===== src/rtl/calc_retime_pkg.sv =====
// Shared types and constants for the calculator output retiming stage.
// Default widths, response codes, lane entry layout and index-width helpers.
package calc_retime_pkg;

  localparam int DATA_W_DEF = 32;
  localparam int RESP_W_DEF = 2;

  localparam int RESP_NONE = 0;
  localparam int RESP_OK   = 1;
  localparam int RESP_OVF  = 2;
  localparam int RESP_ERR  = 3;

  typedef struct packed {
    logic [RESP_W_DEF-1:0] resp;
    logic [DATA_W_DEF-1:0] data;
  } lane_entry_t;

  // Width of a delay value able to hold 0..max_dly.
  function automatic int dly_w(input int max_dly);
    return (max_dly >= 1) ? $clog2(max_dly + 1) : 1;
  endfunction

  // Width of an index into n items, never narrower than one bit.
  function automatic int idx_w(input int n);
    return (n > 1) ? $clog2(n) : 1;
  endfunction

endpackage


===== src/rtl/calc_retime_lane.sv =====
// One port's retiming lane: MAX_DLY-stage shifter, delay register and tap mux; latency = dly cycles (0 = bypass).
// No backpressure: the shifter advances every cycle; empty reports no response held or arriving.
module calc_retime_lane
  import calc_retime_pkg::*;
#(
  parameter int DATA_W  = DATA_W_DEF,
  parameter int RESP_W  = RESP_W_DEF,
  parameter int MAX_DLY = 4,
  parameter int DLY_RST = 0
) (
  input  logic                      c_clk,
  input  logic                      reset,
  input  logic [DATA_W-1:0]         in_data,
  input  logic [RESP_W-1:0]         in_resp,
  input  logic                      dly_ld,
  input  logic [dly_w(MAX_DLY)-1:0] dly_val,
  output logic                      empty,
  output logic [DATA_W-1:0]         out_data,
  output logic [RESP_W-1:0]         out_resp
);

  localparam int DW = dly_w(MAX_DLY);

  typedef struct packed {
    logic [RESP_W-1:0] resp;
    logic [DATA_W-1:0] data;
  } entry_t;

  entry_t          gated;
  entry_t          tap;
  entry_t          stage [MAX_DLY];
  logic [DW-1:0]   dly;
  logic            busy;

  // Data is forced to zero whenever there is no response to carry.
  always_comb begin
    gated.resp = in_resp;
    gated.data = (in_resp != RESP_W'(RESP_NONE)) ? in_data : '0;
  end

  always_ff @(posedge c_clk) begin
    if (reset) begin
      for (int i = 0; i < MAX_DLY; i++) begin
        stage[i] <= '0;
      end
    end else begin
      stage[0] <= gated;
      for (int i = 1; i < MAX_DLY; i++) begin
        stage[i] <= stage[i-1];
      end
    end
  end

  always_ff @(posedge c_clk) begin
    if (reset) begin
      dly <= DW'(DLY_RST);
    end else if (dly_ld) begin
      dly <= dly_val;
    end
  end

  always_comb begin
    tap = gated;
    for (int i = 0; i < MAX_DLY; i++) begin
      if (int'(dly) == i + 1) begin
        tap = stage[i];
      end
    end
  end

  // Every stage counts, including those past the current tap, so a shorter delay never exposes old entries.
  always_comb begin
    busy = (in_resp != RESP_W'(RESP_NONE));
    for (int i = 0; i < MAX_DLY; i++) begin
      busy = busy | (stage[i].resp != RESP_W'(RESP_NONE));
    end
  end

  assign empty    = !busy;
  assign out_data = tap.data;
  assign out_resp = tap.resp;

endmodule


===== src/rtl/calc_out_retimer.sv =====
// N-port output retimer with per-port programmable delay (0..MAX_DLY); write ack/err one cycle after the strobe.
// No backpressure; a delay write is refused unless the lane is empty. CALC_RETIME_STATS_EN adds per-port response counters.
module calc_out_retimer
  import calc_retime_pkg::*;
#(
  parameter int NUM_PORTS = 4,
  parameter int DATA_W    = DATA_W_DEF,
  parameter int RESP_W    = RESP_W_DEF,
  parameter int MAX_DLY   = 4,
  parameter int DLY_RST   = 0
) (
  input  logic                          c_clk,
  input  logic                          reset,
  input  logic [NUM_PORTS*DATA_W-1:0]   in_data,
  input  logic [NUM_PORTS*RESP_W-1:0]   in_resp,
  input  logic                          dly_wr,
  input  logic [idx_w(NUM_PORTS)-1:0]   dly_port,
  input  logic [dly_w(MAX_DLY)-1:0]     dly_val,
  output logic                          dly_ack,
  output logic                          dly_err,
  output logic [NUM_PORTS*DATA_W-1:0]   out_data,
  output logic [NUM_PORTS*RESP_W-1:0]   out_resp
`ifdef CALC_RETIME_STATS_EN
  ,
  input  logic [idx_w(NUM_PORTS)-1:0]   stat_port,
  output logic [15:0]                   stat_cnt
`endif
);

  logic [NUM_PORTS-1:0] lane_empty;
  logic [NUM_PORTS-1:0] lane_ld;
  logic                 val_ok;
  logic                 port_ok;
  logic                 wr_ok;

  always_comb begin
    val_ok  = (int'(dly_val) <= MAX_DLY);
    port_ok = (int'(dly_port) < NUM_PORTS);
    wr_ok   = dly_wr && val_ok && port_ok && lane_empty[dly_port];
    lane_ld = '0;
    for (int p = 0; p < NUM_PORTS; p++) begin
      lane_ld[p] = wr_ok && (int'(dly_port) == p);
    end
  end

  // Every write yields exactly one of ack/err; reset suppresses both.
  always_ff @(posedge c_clk) begin
    if (reset) begin
      dly_ack <= 1'b0;
      dly_err <= 1'b0;
    end else begin
      dly_ack <= wr_ok;
      dly_err <= dly_wr && !wr_ok;
    end
  end

  for (genvar p = 0; p < NUM_PORTS; p++) begin : g_lane
    calc_retime_lane #(
      .DATA_W  (DATA_W),
      .RESP_W  (RESP_W),
      .MAX_DLY (MAX_DLY),
      .DLY_RST (DLY_RST)
    ) u_lane (
      .c_clk    (c_clk),
      .reset    (reset),
      .in_data  (in_data[p*DATA_W +: DATA_W]),
      .in_resp  (in_resp[p*RESP_W +: RESP_W]),
      .dly_ld   (lane_ld[p]),
      .dly_val  (dly_val),
      .empty    (lane_empty[p]),
      .out_data (out_data[p*DATA_W +: DATA_W]),
      .out_resp (out_resp[p*RESP_W +: RESP_W])
    );
  end

`ifdef CALC_RETIME_STATS_EN
  logic [15:0] resp_cnt [NUM_PORTS];

  always_ff @(posedge c_clk) begin
    if (reset) begin
      for (int p = 0; p < NUM_PORTS; p++) begin
        resp_cnt[p] <= '0;
      end
      stat_cnt <= '0;
    end else begin
      for (int p = 0; p < NUM_PORTS; p++) begin
        if ((out_resp[p*RESP_W +: RESP_W] != RESP_W'(RESP_NONE)) && (resp_cnt[p] != 16'hFFFF)) begin
          resp_cnt[p] <= resp_cnt[p] + 16'd1;
        end
      end
      stat_cnt <= resp_cnt[stat_port];
    end
  end
`endif

endmodule


===== config.mk =====
export PLATFORM = sky130hd
export DESIGN_NAME = calc_out_retimer
export DESIGN_NICKNAME = d
export VERILOG_FILES = /design/src/rtl/calc_retime_pkg.sv /design/src/rtl/calc_retime_lane.sv /design/src/rtl/calc_out_retimer.sv
export SDC_FILE = /design/constraint.sdc
export NUM_CORES = 1
export LEC_CHECK = 0
export BUFFER_PORTS_ARGS = -buffer_cell sky130_fd_sc_hd__clkbuf_2
export CORE_MARGIN = 2
export CORE_UTILIZATION = 42
export DETAILED_ROUTE_END_ITERATION = 12
export SETUP_SLACK_MARGIN = 0.1
export SLEW_MARGIN = 20
export SYNTH_ARGS = -nofsm -noshare
export SYNTH_HDL_FRONTEND = slang
export SYNTH_SLANG_ARGS = --single-unit

===== constraint.sdc =====
create_clock -name c_clk -period 1.6 [get_ports c_clk]
set_input_delay 0.08 -clock c_clk [delete_from_list [all_inputs] [get_ports c_clk]]
set_output_delay 0.08 -clock c_clk [all_outputs]
set_load 0.1 [all_outputs]

==> results of run 1 <==
[logic make-up after synthesis]
| group | count (synthesis) |
|---|---|
| and+or+nand+nor | 1111 |
| DFF | 558 |
| AOI/OAI and AO/OA | 524 |
| buffers and inverters | 229 |
| muxes | 16 |
[what timing repair did]
action                                  in CTS  in global routing
endpoints found under the hold margin      166                  0
resized for setup                          237                108
setup buffers                               39                 28
pin swaps                                  205                134
gates cloned                                24                  4
endpoints found under the setup margin     146                149
hold buffers                               142                  0
[cell usage in the layout, fill, tap and decap left out, types with 13 or more instances in the layout]
| master | count |
|---|---|
| buf_12 | 193 |
| a31oi_4 | 19 |
| clkbuf_2 | 142 |
| nand2_2 | 55 |
| nor2_4 | 17 |
| nand3_1 | 104 |
| buf_16 | 20 |
| nor2_1 | 114 |
| a22o_1 | 21 |
| clkbuf_1 | 15 |
| clkbuf_16 | 63 |
| a31o_1 | 96 |
| buf_4 | 211 |
| buf_6 | 48 |
| nand2_1 | 151 |
| nor2b_1 | 422 |
| dfxtp_1 | 544 |
| nor2_2 | 20 |
| a222oi_1 | 96 |
| nand2_4 | 20 |
| nand3_4 | 16 |
| a21o_4 | 19 |
| o22a_1 | 13 |
| dlygate4sd3_1 | 142 |
| and2_1 | 128 |
| o2bb2ai_1 | 192 |
[power breakdown]
| part | leakage, nW | total [W] | internal (W) | switching (W) |
|---|---|---|---|---|
| Combinational | 9.16 | 0.00597 | 0.00256 | 0.00341 |
| Sequential | 4.56 | 0.0146 | 0.0143 | 0.000250 |
| Clock | 0.965 | 0.0138 | 0.00822 | 0.00562 |
| Total | 14.7 | 0.0344 | 0.0251 | 0.00928 |
[state kept, by name, summed over array words and instances (netlist names)]
| register | flops |
|---|---|
| dly_ack | 1 |
| g_lane.u_lane.stage | 544 |
| g_lane.u_lane.dly | 12 |
| dly_err | 1 |
[routing by layer]
metal | global-route usage | up-vias
met1 | 0.330 | 10300
met5 | 0 | -
li1 | - | 9851
met4 | 0.0907 | 2
met2 | 0.435 | 739
met3 | 0.0393 | 144
[per-stage QoR]
stage | cells | hold slack [ns] | power, W | setup TNS [ns]
after floorplan | 2438 | 0.202 | 0.0181 | -207.42
after global placement | 3451 | 0.300 | 0.0203 | -50.19
after detailed placement | 3451 | 0.303 | 0.0204 | -51.87
final | 3791 | 0.112 | 0.0344 | -139.97
after CTS | 3760 | 0.0516 | 0.0346 | -141.86
after global routing | 3790 | 0.139 | 0.0355 | -154.17
[path summary, 6_finish.rpt]
check	from	slack [ns]	depth (start not counted)	end
hold reg to reg	g_lane[3].u_lane.stage[1][20]$_SDFF_PP0_	0.46	1	g_lane[3].u_lane.stage[2][20]$_SDFF_PP0_
hold / removal	in_resp[7]	0.11	6	g_lane[3].u_lane.dly[2]$_SDFFE_PP0P_
setup / recovery	g_lane[0].u_lane.dly[2]$_SDFFE_PP0P_	-1.19	10	out_data[2]
setup reg to reg	g_lane[2].u_lane.stage[3][33]$_SDFF_PP0_	-0.21	6	g_lane[0].u_lane.dly[1]$_SDFFE_PP0P_
[worst max-delay path, delay by kind of cell (launching register included)]
family	cells	cell delay [ns]
buffers and inverters	6	0.88
and+or+nand+nor	2	0.25
DFF	1	0.35
AOI/OAI and AO/OA	2	0.63
[area by class of cell]
class / instances / area (sq um) / area share
Inverter: 1 / 3.75 / 0.000106
Clock inverter: 20 / 258 / 0.00727
Multi-Input combinational cell: 1651 / 12400 / 0.351
Timing Repair Buffer: 775 / 9000 / 0.254
Sequential cell: 558 / 11200 / 0.316
Clock buffer: 85 / 1680 / 0.0475
Tap cell: 696 / 871 / 0.0246
Antenna cell: 5 / 12.5 / 0.000353
==> run_results.csv, run 1 <==
group,metric,value,unit
sta,hold_violations,0,
grt,grt_pass1_wl,117000,microns
grt,grt_overflow,0,
detailed_routing,via_count,21000,
outcome,violations,"setup timing",
place,preCtsSetupSlack,-0.599,ns
detailed_routing,drcViolationCount,0,
cells_and_area,drive_gt1_frac,0.320,
synthesis,synth_seq_cells,558,
clocking,clkTransAtPathRegs,0.06,ns
detailed_routing,drt-initial-drc-count,1745,
synthesis,ys_seq_area_frac,0.490,
floorplanning,chipHeight,237,microns
sta,timing.fmax,358,MHz
synthesis,ys_top_cells_by_area,"dfxtp_1 (49%), nor2b_1 (12%), o2bb2ai_1 (7.4%)",
job,drv_cap,0,
sta,worst_slack,-1.19,ns
place,portBuffers,281,
floorplanning,dieArea,0.0561,sq mm
power_and_ir_drop,power_leakage,14.7,nW
clocking,clock_latency,0.61,ns
synthesis,synth_compound_area_frac,0.198,
sta,finalSetupViolations,143,
sta,slew_viol_final,0,
power_and_ir_drop,irDropWorstVdd,854,uV
place,hpwl,42900,microns
grt,grt_use_total,0.256,
synthesis,synth_top_area_frac,0.490,
synthesis,synth_ff_type,"dfxtp_1",
synthesis,synth_area,0.0228,sq mm
synthesis,syn_avg_cell_area,9.35,sq um
synthesis,synth_top_family_by_area,"simple AND/OR/NAND/NOR gates",
synthesis,synth-edff-count,0,
synthesis,synthAdderAreaFrac,0,
worst_setup_path,critPathSlowestCell,"a222oi_1",
cells_and_area,nets,3189,
sta,finalCriticalPeriod,2.79,ns
floorplanning,initial_core_util,0.424,
clocking,cts.path.max_buffers,3,
floorplanning,num_io_pins,282,
sta,rsz0062_at_grt,"yes",
clocking,cts_tree,"yes",
worst_setup_path,crit_arrival,2.71,ns
sta,maxSlewHeadroom,0.392,
synthesis,synthSimpleGateAreaFrac,0.260,
synthesis,synthMuxAreaShare,0.00813,
worst_setup_path,worstPathMaxFanout,5,
synthesis,syn_inst,2438,
cells_and_area,final_util,0.660,
detailed_routing,met2_length,35900,microns
worst_setup_path,crit_required,1.52,ns
grt,grt_pass1_vias,21800,
place,placed_cell_area,0.0295,sq mm
cells_and_area,fillCellCount,4053,
cells_and_area,area_growth,55.6,%
sta,tightest_slew,0.908,ns
detailed_routing,routed_via_density,5.54,
outcome,status,"finished with violations",
worst_setup_path,max_stage_delay,0.44,ns
sta,fin_crit_sh,1.75,
sta,finalClockSkew,0.0124,ns
floorplanning,core-area,0.0537,sq mm
synthesis,synth-warning-count,0,
detailed_routing,wl_per_cell,19.6,microns
worst_setup_path,cp-start-kind,"flip-flop",
detailed_routing,met3WireLength,4460,microns
clocking,cts_root_buffer,"clkbuf_16",
synthesis,yosysMostFrequentCell,"dfxtp_1",
detailed_routing,top_layer_used,"met5",
synthesis,synth_nets,2582,
cells_and_area,design_area,0.0355,sq mm
synthesis,yosysTopAreaCell,"dfxtp_1",
floorplanning,die_w,237,microns
detailed_routing,wl,74200,microns
synthesis,synth_xor_area_frac,0,
worst_setup_path,cp_cell_sequence,"buf_6 > nor3b_4 > buf_4 > buf_6 > buf_8 > nand2_2 > a31o_1 > a222oi_1 > buf_4 > buf_12",
place,globalplace.congestion,0.833,
floorplanning,num_rows,85,
detailed_routing,wl_met1,31800,microns
synthesis,ys_top_cells_by_count,"dfxtp_1 (558), nor2b_1 (422), nand2_1 (226), o2bb2ai_1 (192), clkbuf_1 (170)",
clocking,cts_made_buffers,58,
worst_setup_path,cp-end-kind,"output port",
detailed_routing,ant_nets,0,
detailed_routing,drt-pass1-iter-count,9,
grt,grt_max_degree,120,
synthesis,ys_types,42,
worst_setup_path,critical_path_class,"flip-flop to output port",
synthesis,async_flop_share,0,
power_and_ir_drop,p_per_area,970,mW/mm^2
clocking,cts_max_level,2,
min_path,hold_path_class,"input pin to flip-flop",
grt,grt_antenna_before_repair,5,
clocking,clock-sinks,558,
No activity file was read; power rests on OpenSTA's default activity.
==> run 2: changes to the inputs <==
==> constraint.sdc (replaced) <==
create_clock -name c_clk -period 1.6 [get_ports c_clk]
set_input_delay 0.16 -clock c_clk [delete_from_list [all_inputs] [get_ports c_clk]]
set_output_delay 0.16 -clock c_clk [all_outputs]
set_load 0.1 [all_outputs]
==> run 2 against run 1 <==
  * The flow still finishes with violations (setup timing)
  * Cell area is 0.65% lower
  * Cell count is 0.24% lower
  * Utilization is 0.43 points lower
  * Worst hold slack better by 0.037 ns
  * Combinational power is 1% lower
==> run_results.csv, run 2 (same netlist as run 1, synthesis figures left out) <==
group,metric,value,unit
outcome,status,"finished with violations",
outcome,violations,"setup timing",
cells_and_area,final_cell_mix,"dfxtp_1 (546), nor2b_1 (422), buf_4 (209)",
worst_setup_path,reg2reg_depth,5,
worst_setup_path,cp_cell_sequence,"buf_12 > nor3b_4 > buf_6 > buf_12 > nand2_1 > a31o_1 > a222oi_1 > buf_4 > buf_12",
floorplanning,chipHeight,237,microns
sta,finalSetupViolations,143,
grt,grt_pass1_wl,118000,microns
min_path,hold_path_class,"input pin to flip-flop",
sta,finalCriticalPeriod,2.93,ns
power_and_ir_drop,p_per_area,999,mW/mm^2
grt,grt_pass1_vias,21700,
detailed_routing,wl_per_cell,19.6,microns
sta,hold_violations,0,
grt,grt_use_total,0.260,
grt,grt_antenna_before_repair,7,
cells_and_area,top_regs,"g_lane.u_lane.stage (544), g_lane.u_lane.dly (12)",
worst_setup_path,path_depth,9,
power_and_ir_drop,seqPwrFrac,0.414,
clocking,clock_latency,0.62,ns
floorplanning,dieArea,0.0561,sq mm
floorplanning,num_io_pins,282,
worst_setup_path,crit_required,1.44,ns
place,globalplace.congestion,0.824,
power_and_ir_drop,sw_frac_of_total,0.267,
detailed_routing,drt-pass1-iter-count,8,
cells_and_area,regMostFlops,"g_lane.u_lane.stage",
floorplanning,initial_core_util,0.424,
clocking,cts_max_level,2,
detailed_routing,drcViolationCount,0,
worst_setup_path,worstPathMaxFanout,5,
clocking,cts_made_buffers,58,
sta,maxSlewHeadroom,0.441,
sta,rsz0062_at_grt,"yes",
floorplanning,num_rows,85,
detailed_routing,ant_nets,0,
clocking,cts_tree,"yes",
clocking,clock-sinks,558,
sta,timing.fmax,341,MHz
place,dp_cells,3451,
power_and_ir_drop,comb_power_share,0.168,
cells_and_area,nets,3176,
cells_and_area,fin_cells,3782,
power_and_ir_drop,p_int,0.0258,W
floorplanning,core-area,0.0537,sq mm
power_and_ir_drop,switchingPower,0.00941,W
job,drv_cap,0,
place,portBuffers,281,
cells_and_area,drive_gt1_frac,0.314,
sta,slew_viol_final,0,
worst_setup_path,cp-end-kind,"output port",
worst_setup_path,crit_arrival,2.77,ns
cells_and_area,largest_reg_flops,544,
sta,tightest_slew,0.835,ns
power_and_ir_drop,irDropWorstVdd,817,uV
power_and_ir_drop,clockPowerShare,0.418,
cells_and_area,area_growth,54.6,%
worst_setup_path,cp_common_cell,"buf_12",
power_and_ir_drop,power_leakage,14.6,nW
worst_setup_path,max_stage_delay,0.53,ns
sta,fin_crit_sh,1.83,
grt,grt_overflow,0,
detailed_routing,wl,74200,microns
place,hpwl,42800,microns
clocking,cts.path.max_buffers,3,
clocking,cts_root_buffer,"clkbuf_16",
worst_setup_path,critPathSlowestCell,"a222oi_1",
detailed_routing,via_count,21100,
detailed_routing,drt-initial-drc-count,1911,
sta,finalClockSkew,0.0240,ns
cells_and_area,fillCellCount,4105,
min_path,min_path_cells,6,
grt,grt_max_degree,94,
sta,worst_slack,-1.33,ns
worst_setup_path,critical_path_class,"flip-flop to output port",
clocking,clkTransAtPathRegs,0.06,ns
worst_setup_path,cp.buffers_inverters,5,
worst_setup_path,cp-start-kind,"flip-flop",
floorplanning,die_w,237,microns
worst_setup_path,path_delay_family,"buffers and inverters",
detailed_routing,routed_via_density,5.57,
cells_and_area,final_common_cell,"dfxtp_1",
cells_and_area,final_util,0.656,
sta,holdWs,0.149,ns
==> run 2: changes by cell type in the layout (fill, tap and decap cells not counted), sizes merged <==
cell | previous run | this run
bufinv | 6 | 9
diode | 5 | 6
clkinv | 12 | 11
clkinvlp | 0 | 1
nand2b | 14 | 16
bufbuf | 1 | 4
clkbuf | 233 | 228
buf | 484 | 471
==> run 2: final cells by class <==
cell class | instances | area (sq um) | share of cell area
antenna | 6 | 15.0 | 0.000426
clock buffer | 85 | 1730 | 0.0492
multi-input combinational | 1653 | 12200 | 0.347
inverter | 1 | 3.75 | 0.000107
sequential | 558 | 11200 | 0.318
tap | 696 | 871 | 0.0247
timing repair buffer | 760 | 8810 | 0.250
clock inverter | 23 | 365 | 0.0104
==> run 2: per-layer routing <==
| layer | share of wire | up-vias | GRT usage |
|---|---|---|---|
| met5 | 0.00018 | - | 0 |
| met4 | 0.026 | 2 | 0.0894 |
| met3 | 0.063 | 139 | 0.0466 |
| met2 | 0.49 | 714 | 0.443 |
| met1 | 0.42 | 10400 | 0.331 |
| li1 | - | 9872 | - |
==> run 2: final timing paths <==
path	start	endpoint	slack, ns
worst min-delay path	in_resp[7]	g_lane[3].u_lane.dly[1]$_SDFFE_PP0P_	0.15
worst max register to register	g_lane[2].u_lane.stage[0][33]$_SDFF_PP0_	g_lane[2].u_lane.dly[1]$_SDFFE_PP0P_	-0.28
worst min register to register	g_lane[2].u_lane.stage[1][5]$_SDFF_PP0_	g_lane[2].u_lane.stage[2][5]$_SDFF_PP0_	0.46
worst max-delay path	g_lane[3].u_lane.dly[2]$_SDFFE_PP0P_	out_data[122]	-1.33
==> run 2: metrics by stage <==
stage	cell area, sq um	power, W	setup slack [ns]	TNS [ns]
after floorplan	23900	0.0181	-2.14	-218.10
after global placement	29500	0.0203	-0.732	-64.05
after detailed placement	29500	0.0204	-0.740	-65.27
after CTS	35000	0.0353	-1.31	-151.39
after global routing	35200	0.0363	-1.41	-163.34
final	35200	0.0352	-1.33	-148.60
==> run 2: what timing repair did <==
action,4_1_cts,5_1_grt
hold buffers,142,0
gates cloned,28,1
resized for setup,243,71
buffers inserted,38,16
endpoints found under the setup margin,146,150
hold endpoints to repair,147,0
pin swaps,214,72
==> run 2: power groups by stage <==
stage | clock network (W) | registers (W) | logic, W
3_5_place_dp | 0 | 0.0148 | 0.00552
5_1_grt | 0.0155 | 0.0146 | 0.00616
2_1_floorplan | 0 | 0.0148 | 0.00335
4_1_cts | 0.0149 | 0.0146 | 0.00588
3_3_place_gp | 0 | 0.0148 | 0.00547
6_report | 0.0147 | 0.0146 | 0.00591
==> run 2: tightest hold or removal path, delay by kind of cell <==
| kind | cells | cell delay, ns |
|---|---|---|
| AOI/OAI and AO/OA | 2 | 0.20 |
| and+or+nand+nor | 2 | 0.18 |
| buffers and inverters | 2 | 0.20 |
